==> src/rtl/id_alu_decode.sv <==
// id_alu_decode: MIPS decode stage feeding the ALU.
// Takes one instruction plus its register-file read data over a valid/ready
// handshake and holds the decoded result in a single-entry output register
// that the execute stage drains with its own valid/ready handshake.
//
// Ports:
//   clk, resetn             clock, asynchronous active-low reset
//   in_valid/in_ready       upstream handshake (fetch)
//   inst                    instruction word
//   rs_addr/rt_addr         combinational regfile read addresses
//   rs_value/rt_value       same-cycle regfile read data
//   out_valid/out_ready     downstream handshake (execute)
//   alu_control             one-hot ALU op: add,sub,slt,sltu,and,nor,or,xor,sll,srl,sra,lui (bit 11..0)
//   alu_src1/alu_src2       ALU operands (src1 = shift amount for shifts)
//   store_data              registered rt_value for stores
//   dest/reg_we             writeback register and enable
//   mem_read/mem_write      load / store flags
//   inst_invalid            unsupported encoding
//   decoded_cnt             number of accepted instructions (wraps)
module id_alu_decode #(
    parameter int DATA_W = 32,
    parameter int CNT_W  = 32
) (
    input  logic              clk,
    input  logic              resetn,
    input  logic              in_valid,
    output logic              in_ready,
    input  logic [31:0]       inst,
    output logic [4:0]        rs_addr,
    output logic [4:0]        rt_addr,
    input  logic [DATA_W-1:0] rs_value,
    input  logic [DATA_W-1:0] rt_value,
    output logic              out_valid,
    input  logic              out_ready,
    output logic [11:0]       alu_control,
    output logic [DATA_W-1:0] alu_src1,
    output logic [DATA_W-1:0] alu_src2,
    output logic [DATA_W-1:0] store_data,
    output logic [4:0]        dest,
    output logic              reg_we,
    output logic              mem_read,
    output logic              mem_write,
    output logic              inst_invalid,
    output logic [CNT_W-1:0]  decoded_cnt
);

    typedef enum logic [11:0] {
        ALU_NONE = 12'h000,
        ALU_ADD  = 12'h800,
        ALU_SUB  = 12'h400,
        ALU_SLT  = 12'h200,
        ALU_SLTU = 12'h100,
        ALU_AND  = 12'h080,
        ALU_NOR  = 12'h040,
        ALU_OR   = 12'h020,
        ALU_XOR  = 12'h010,
        ALU_SLL  = 12'h008,
        ALU_SRL  = 12'h004,
        ALU_SRA  = 12'h002,
        ALU_LUI  = 12'h001
    } alu_op_e;

    logic [5:0]        op, funct;
    logic [4:0]        rd, sa;
    logic [15:0]       imm;
    logic [DATA_W-1:0] sext, zext, sa_ext, rs_sh;

    assign op      = inst[31:26];
    assign rs_addr = inst[25:21];
    assign rt_addr = inst[20:16];
    assign rd      = inst[15:11];
    assign sa      = inst[10:6];
    assign funct   = inst[5:0];
    assign imm     = inst[15:0];
    assign sext    = {{(DATA_W-16){imm[15]}}, imm};
    assign zext    = {{(DATA_W-16){1'b0}}, imm};
    assign sa_ext  = {{(DATA_W-5){1'b0}}, sa};
    assign rs_sh   = {{(DATA_W-5){1'b0}}, rs_value[4:0]};

    alu_op_e           d_alu;
    logic [DATA_W-1:0] d_src1, d_src2;
    logic [4:0]        d_dest;
    logic              d_we, d_mr, d_mw, d_inv;

    always_comb begin
        d_alu  = ALU_NONE;
        d_src1 = rs_value;
        d_src2 = rt_value;
        d_dest = '0;
        d_we   = 1'b0;
        d_mr   = 1'b0;
        d_mw   = 1'b0;
        d_inv  = 1'b0;
        case (op)
            6'h00: begin
                d_dest = rd;
                d_we   = 1'b1;
                case (funct)
                    6'h20, 6'h21: d_alu = ALU_ADD;
                    6'h22, 6'h23: d_alu = ALU_SUB;
                    6'h24:        d_alu = ALU_AND;
                    6'h25:        d_alu = ALU_OR;
                    6'h26:        d_alu = ALU_XOR;
                    6'h27:        d_alu = ALU_NOR;
                    6'h2A:        d_alu = ALU_SLT;
                    6'h2B:        d_alu = ALU_SLTU;
                    6'h00: begin d_alu = ALU_SLL; d_src1 = sa_ext; end
                    6'h02: begin d_alu = ALU_SRL; d_src1 = sa_ext; end
                    6'h03: begin d_alu = ALU_SRA; d_src1 = sa_ext; end
                    6'h04: begin d_alu = ALU_SLL; d_src1 = rs_sh;  end
                    6'h06: begin d_alu = ALU_SRL; d_src1 = rs_sh;  end
                    6'h07: begin d_alu = ALU_SRA; d_src1 = rs_sh;  end
                    default:      d_inv = 1'b1;
                endcase
            end
            6'h08, 6'h09: begin d_alu = ALU_ADD;  d_src2 = sext; d_dest = rt_addr; d_we = 1'b1; end
            6'h0A:        begin d_alu = ALU_SLT;  d_src2 = sext; d_dest = rt_addr; d_we = 1'b1; end
            6'h0B:        begin d_alu = ALU_SLTU; d_src2 = sext; d_dest = rt_addr; d_we = 1'b1; end
            6'h0C:        begin d_alu = ALU_AND;  d_src2 = zext; d_dest = rt_addr; d_we = 1'b1; end
            6'h0D:        begin d_alu = ALU_OR;   d_src2 = zext; d_dest = rt_addr; d_we = 1'b1; end
            6'h0E:        begin d_alu = ALU_XOR;  d_src2 = zext; d_dest = rt_addr; d_we = 1'b1; end
            6'h0F: begin
                d_alu  = ALU_LUI;
                d_src1 = '0;
                d_src2 = zext;
                d_dest = rt_addr;
                d_we   = 1'b1;
            end
            6'h23: begin d_alu = ALU_ADD; d_src2 = sext; d_dest = rt_addr; d_we = 1'b1; d_mr = 1'b1; end
            6'h2B: begin d_alu = ALU_ADD; d_src2 = sext; d_mw = 1'b1; end
            default: d_inv = 1'b1;
        endcase

        // Unsupported encodings are squashed to a harmless no-op entry.
        if (d_inv) begin
            d_alu  = ALU_NONE;
            d_src1 = '0;
            d_src2 = '0;
            d_dest = '0;
            d_we   = 1'b0;
            d_mr   = 1'b0;
            d_mw   = 1'b0;
        end
        // $0 is hard-wired; never request a write to it.
        if (d_dest == 5'd0) d_we = 1'b0;
    end

    logic accept;
    assign in_ready = ~out_valid | out_ready;
    assign accept   = in_valid & in_ready;

    always_ff @(posedge clk or negedge resetn) begin
        if (!resetn) begin
            out_valid    <= 1'b0;
            alu_control  <= '0;
            alu_src1     <= '0;
            alu_src2     <= '0;
            store_data   <= '0;
            dest         <= '0;
            reg_we       <= 1'b0;
            mem_read     <= 1'b0;
            mem_write    <= 1'b0;
            inst_invalid <= 1'b0;
            decoded_cnt  <= '0;
        end else if (accept) begin
            out_valid    <= 1'b1;
            alu_control  <= d_alu;
            alu_src1     <= d_src1;
            alu_src2     <= d_src2;
            store_data   <= rt_value;
            dest         <= d_dest;
            reg_we       <= d_we;
            mem_read     <= d_mr;
            mem_write    <= d_mw;
            inst_invalid <= d_inv;
            decoded_cnt  <= decoded_cnt + 1'b1;
        end else if (out_ready) begin
            out_valid <= 1'b0;
        end
    end

endmodule

==> config.mk <==
export PLATFORM = sky130hd
export DESIGN_NAME = id_alu_decode
export DESIGN_NICKNAME = d
export VERILOG_FILES = /design/src/rtl/id_alu_decode.sv
export SDC_FILE = /design/constraint.sdc
export NUM_CORES = 1
export LEC_CHECK = 0
export ABC_AREA = 0
export CORE_MARGIN = 2
export CORE_UTILIZATION = 48
export CTS_BUF_LIST = sky130_fd_sc_hd__clkbuf_8
export CTS_CLUSTER_DIAMETER = 80
export DETAILED_ROUTE_END_ITERATION = 12
export PLACE_DENSITY = 0.95
export REMOVE_ABC_BUFFERS = 1
export SLEW_MARGIN = 40
export SYNTH_ARGS = -nofsm -noshare
export SYNTH_HDL_FRONTEND = slang
export SYNTH_SLANG_ARGS = --single-unit
export TNS_END_PERCENT = 20
==> constraint.sdc <==
create_clock -name clk -period 2.7 [get_ports clk]
set_input_delay 0.54 -clock clk [delete_from_list [all_inputs] [get_ports clk]]
set_output_delay 0.54 -clock clk [all_outputs]
set_load 0.005 [all_outputs]
==> results by group <==
Synthesis
  • Asr flop ratio synth: 100%
  • Seq/Total Area, Yosys: 57.5%
  • Synth Flop Type: dfrtp_1
  • Number of synthesized flops with an enable pin: 0
  • Synth warnings: 0
  • Synth Register Bits: 150
  • Synth cell types: 51
  • Cells after Synth: 638
  • Syn avg cell area: 10.2 um2
  • Post-Syn Area: approximately 6500 um2

Routing
  • Initial DRC count: 418
  • Final ANT Viol Nets: 0
  • DRC: 0
  • Vias: ~6000
  • DR vias/cell: ~5.5
  • TritonRoute pass-1 iters: 5
  • Post-DR wirelength/cell: 18.1 um
  • Drt total wl: 20100 um

Power and ir drop
  • Seq pwr share: 47.3%
  • Int Power: ~4 mW
  • Power Density: 551 nW/um2
  • Leak: 4.34 nW
  • Comb power frac: between 10% and 20%
  • VDD IR max: approximately 0.3 mV
  • NetSw: between 1 and 1.5 mW
  • Clock power frac: 33.1%
  • Net Sw Frac: 27.3%

Setup path
  • Type of origin of the critical path: input pin
  • Critical path class: input pin to output pin
  • CP required: 2160 ps
  • Top cell by count, worst path: clkdlybuf4s50_1
  • CP max FO: 4
  • Crit-path cells: clkdlybuf4s50_1, nor2b_2, inv_1, clkdlybuf4s50_1
  • Critical-path top delay cell: clkdlybuf4s50_1
  • CP arrival: ~1900 ps
  • Critical Path End Type: output pin
  • Worst path max stage delay: 490 ps

STA
  • Hold Slack: 68.1 ps
  • Relative slew margins: 55.5%
  • Max Fclk: just over 0.4 GHz
  • Final Max Tran Viols: 0
  • Fin crit period: around 2400 ps
  • Endpoints failing setup: 0
  • Setup TNS: 0 ps
  • Final hold vios: 0
  • RSZ-0062 raised after global routing: no
  • Worst setup margin: 253 ps
  • Worst Skew: 9.81 ps
  • Period utilization: about nine tenths
  • Actual slew at the worst max-slew pin: 667 ps

CTS
  • Clock sinks: 150
  • CTS Buffer Depth: 2
  • TritonCTS clock tree: done
  • H-tree Lvls: 4
  • Clock slew at reported path FFs: 80 ps
  • Worst-skew pair later-pin latency: ~440 ps
  • CTS Buf Count: 17
  • Root Driver: clkbuf_8
  • Postcts setup bufs: 0

Final layout
  • Fill count: about 880
  • Commonest cells after routing, fill and taps aside: clkdlybuf4s50_1 (249), nand2_1 (170), dfrtp_1 (150), buf_4 (52), a22o_1 (32)
  • Antenna diodes: 0
  • Most common cell after layout, fill and taps aside: clkdlybuf4s50_1
  • Synth-to-layout area growth: 51.7%
  • Layout Cells excl Fill: 1107
  • Design Area, Final: 9900 um2
  • Nets: 1019
  • Layout cells sized above 1: a little over a tenth

Flow run
  • # Max-Cap Violations: 0

Global route
  • GRT Total Usage: 28.0%
  • Initial antenna violation count: 0
  • Grt total ovfl: 0
  • Global-route wire length before repair: 31900 um
  • Largest net degree at the start of global routing: 66
  • Vias in the first global route: about 6300

Floorplan
  • Core Region: 13200 um2
  • Chip width: around 120 um
  • Die H: 121 um
  • Die area: 14500 um2
  • Rows: 42
  • I/O pin count: between 200 and 300
  • Starting Density: between 40% and 50%

Placement
  • Inst Count DP: ~1100
  • Port Buffers: between 200 and 300
  • Routability cong.: 0.844
  • Post-DP HPWL: 14800 um
  • Worst slack at placement: -112 ps
  • Placed Area: between 9000 and 10000 um2

Worst hold path
  • HP Class: input pin to asynchronous set/reset pin

Status
  • Status: completed
[flip-flops by register name, summed over array words and instances (netlist names)]
register	cells
reg_we	1
mem_write	1
inst_invalid	1
dest	5
alu_control	12
decoded_cnt	32
out_valid	1
store_data	32
alu_src2	32
mem_read	1
alu_src1	32
[area by class of cell]
type / instances / area, um2 / area share (%)
multi-input combinational: 433 / 2520 / 25.4
clock inverter: 15 / 180 / 1.82
tap: 176 / 220 / 2.22
inverter: 10 / 37.5 / 0.379
clock buffer: 17 / 234 / 2.36
timing repair buffer: 306 / 2960 / 29.9
sequential: 150 / 3750 / 37.9
[power by group through the flow]
stage          clock [mW]  combinational [mW]  sequential [mW]
4_1_cts              1.83                1.08             2.58
5_1_grt              1.96                1.16             2.60
3_3_place_gp            0                1.03             2.61
2_1_floorplan           0               0.290             2.62
6_report             1.81                1.07             2.58
3_5_place_dp            0                1.07             2.62
[worst max-delay path, delay by kind of cell]
| kind | cells | cell delay, ps |
|---|---|---|
| buffers and inverters | 3 | 1100 |
| and+or+nand+nor | 1 | 270 |
[what timing repair did]
item,in CTS,in global routing
gates resized for setup,0,1
endpoints found under the setup margin,0,1
hold buffers,0,0
[cell usage after synthesis, types with 6 or more instances]
| library cell | count | area share [%] |
|---|---|---|
| nand3_1 | 21 | 1.6 |
| o211ai_1 | 9 | 1.0 |
| nand4_1 | 11 | 1.1 |
| nor3_1 | 10 | 0.77 |
| a22o_1 | 32 | 4.3 |
| a22oi_1 | 7 | 0.81 |
| o21ai_0 | 16 | 1.2 |
| xor2_1 | 7 | 0.94 |
| clkbuf_1 | 26 | 1.5 |
| nor2_1 | 19 | 1.1 |
| a21oi_1 | 25 | 1.9 |
| dfrtp_1 | 150 | 58 |
| xnor2_1 | 24 | 3.2 |
| buf_4 | 10 | 1.2 |
| o31ai_1 | 17 | 2.0 |
| nand2_1 | 171 | 9.8 |
| and3_1 | 6 | 0.58 |
| inv_1 | 10 | 0.58 |
[worst paths after layout]
path                       cells after the start           from              to  slack, ps
setup reg to reg                               6      out_valid  alu_control[2]        880
setup / recovery                               4      out_ready        in_ready        250
hold / removal                                 1         resetn  store_data[25]         70
max in group asynchronous                      2         resetn    alu_src1[20]       1850
hold reg to reg                                2  store_data[9]   store_data[9]        480
min in group clk                               2  store_data[9]   store_data[9]        480
[per-layer routing]
layer	track usage, %	wire length, um	vias up
li1	-	-	2784
met1	33.4	7710	2964
met2	48.4	10500	291
met3	7.64	1450	34
met4	10.6	405	0
met5	0	0	-
[logic make-up after synthesis]
kind of cell / share of synthesized area, %
AO/OA/AOI/OAI: 14.3
XOR/XNOR: 4.16
adder cells (fa/ha/maj): 0.192
buffers and inverters: 4.16
flip-flops: 57.5
multiplexers: 0.805
AND/OR/NAND/NOR: 18.9
[per-stage QoR]
step           power [mW]  util, %
3_5_place_dp         3.69     71.6
4_1_cts              5.49     74.8
5_1_grt              5.72     74.8
3_3_place_gp         3.64     71.5
6_report             5.46     74.8
2_1_floorplan        2.91        -
No activity file was read; power rests on OpenSTA's default activity.
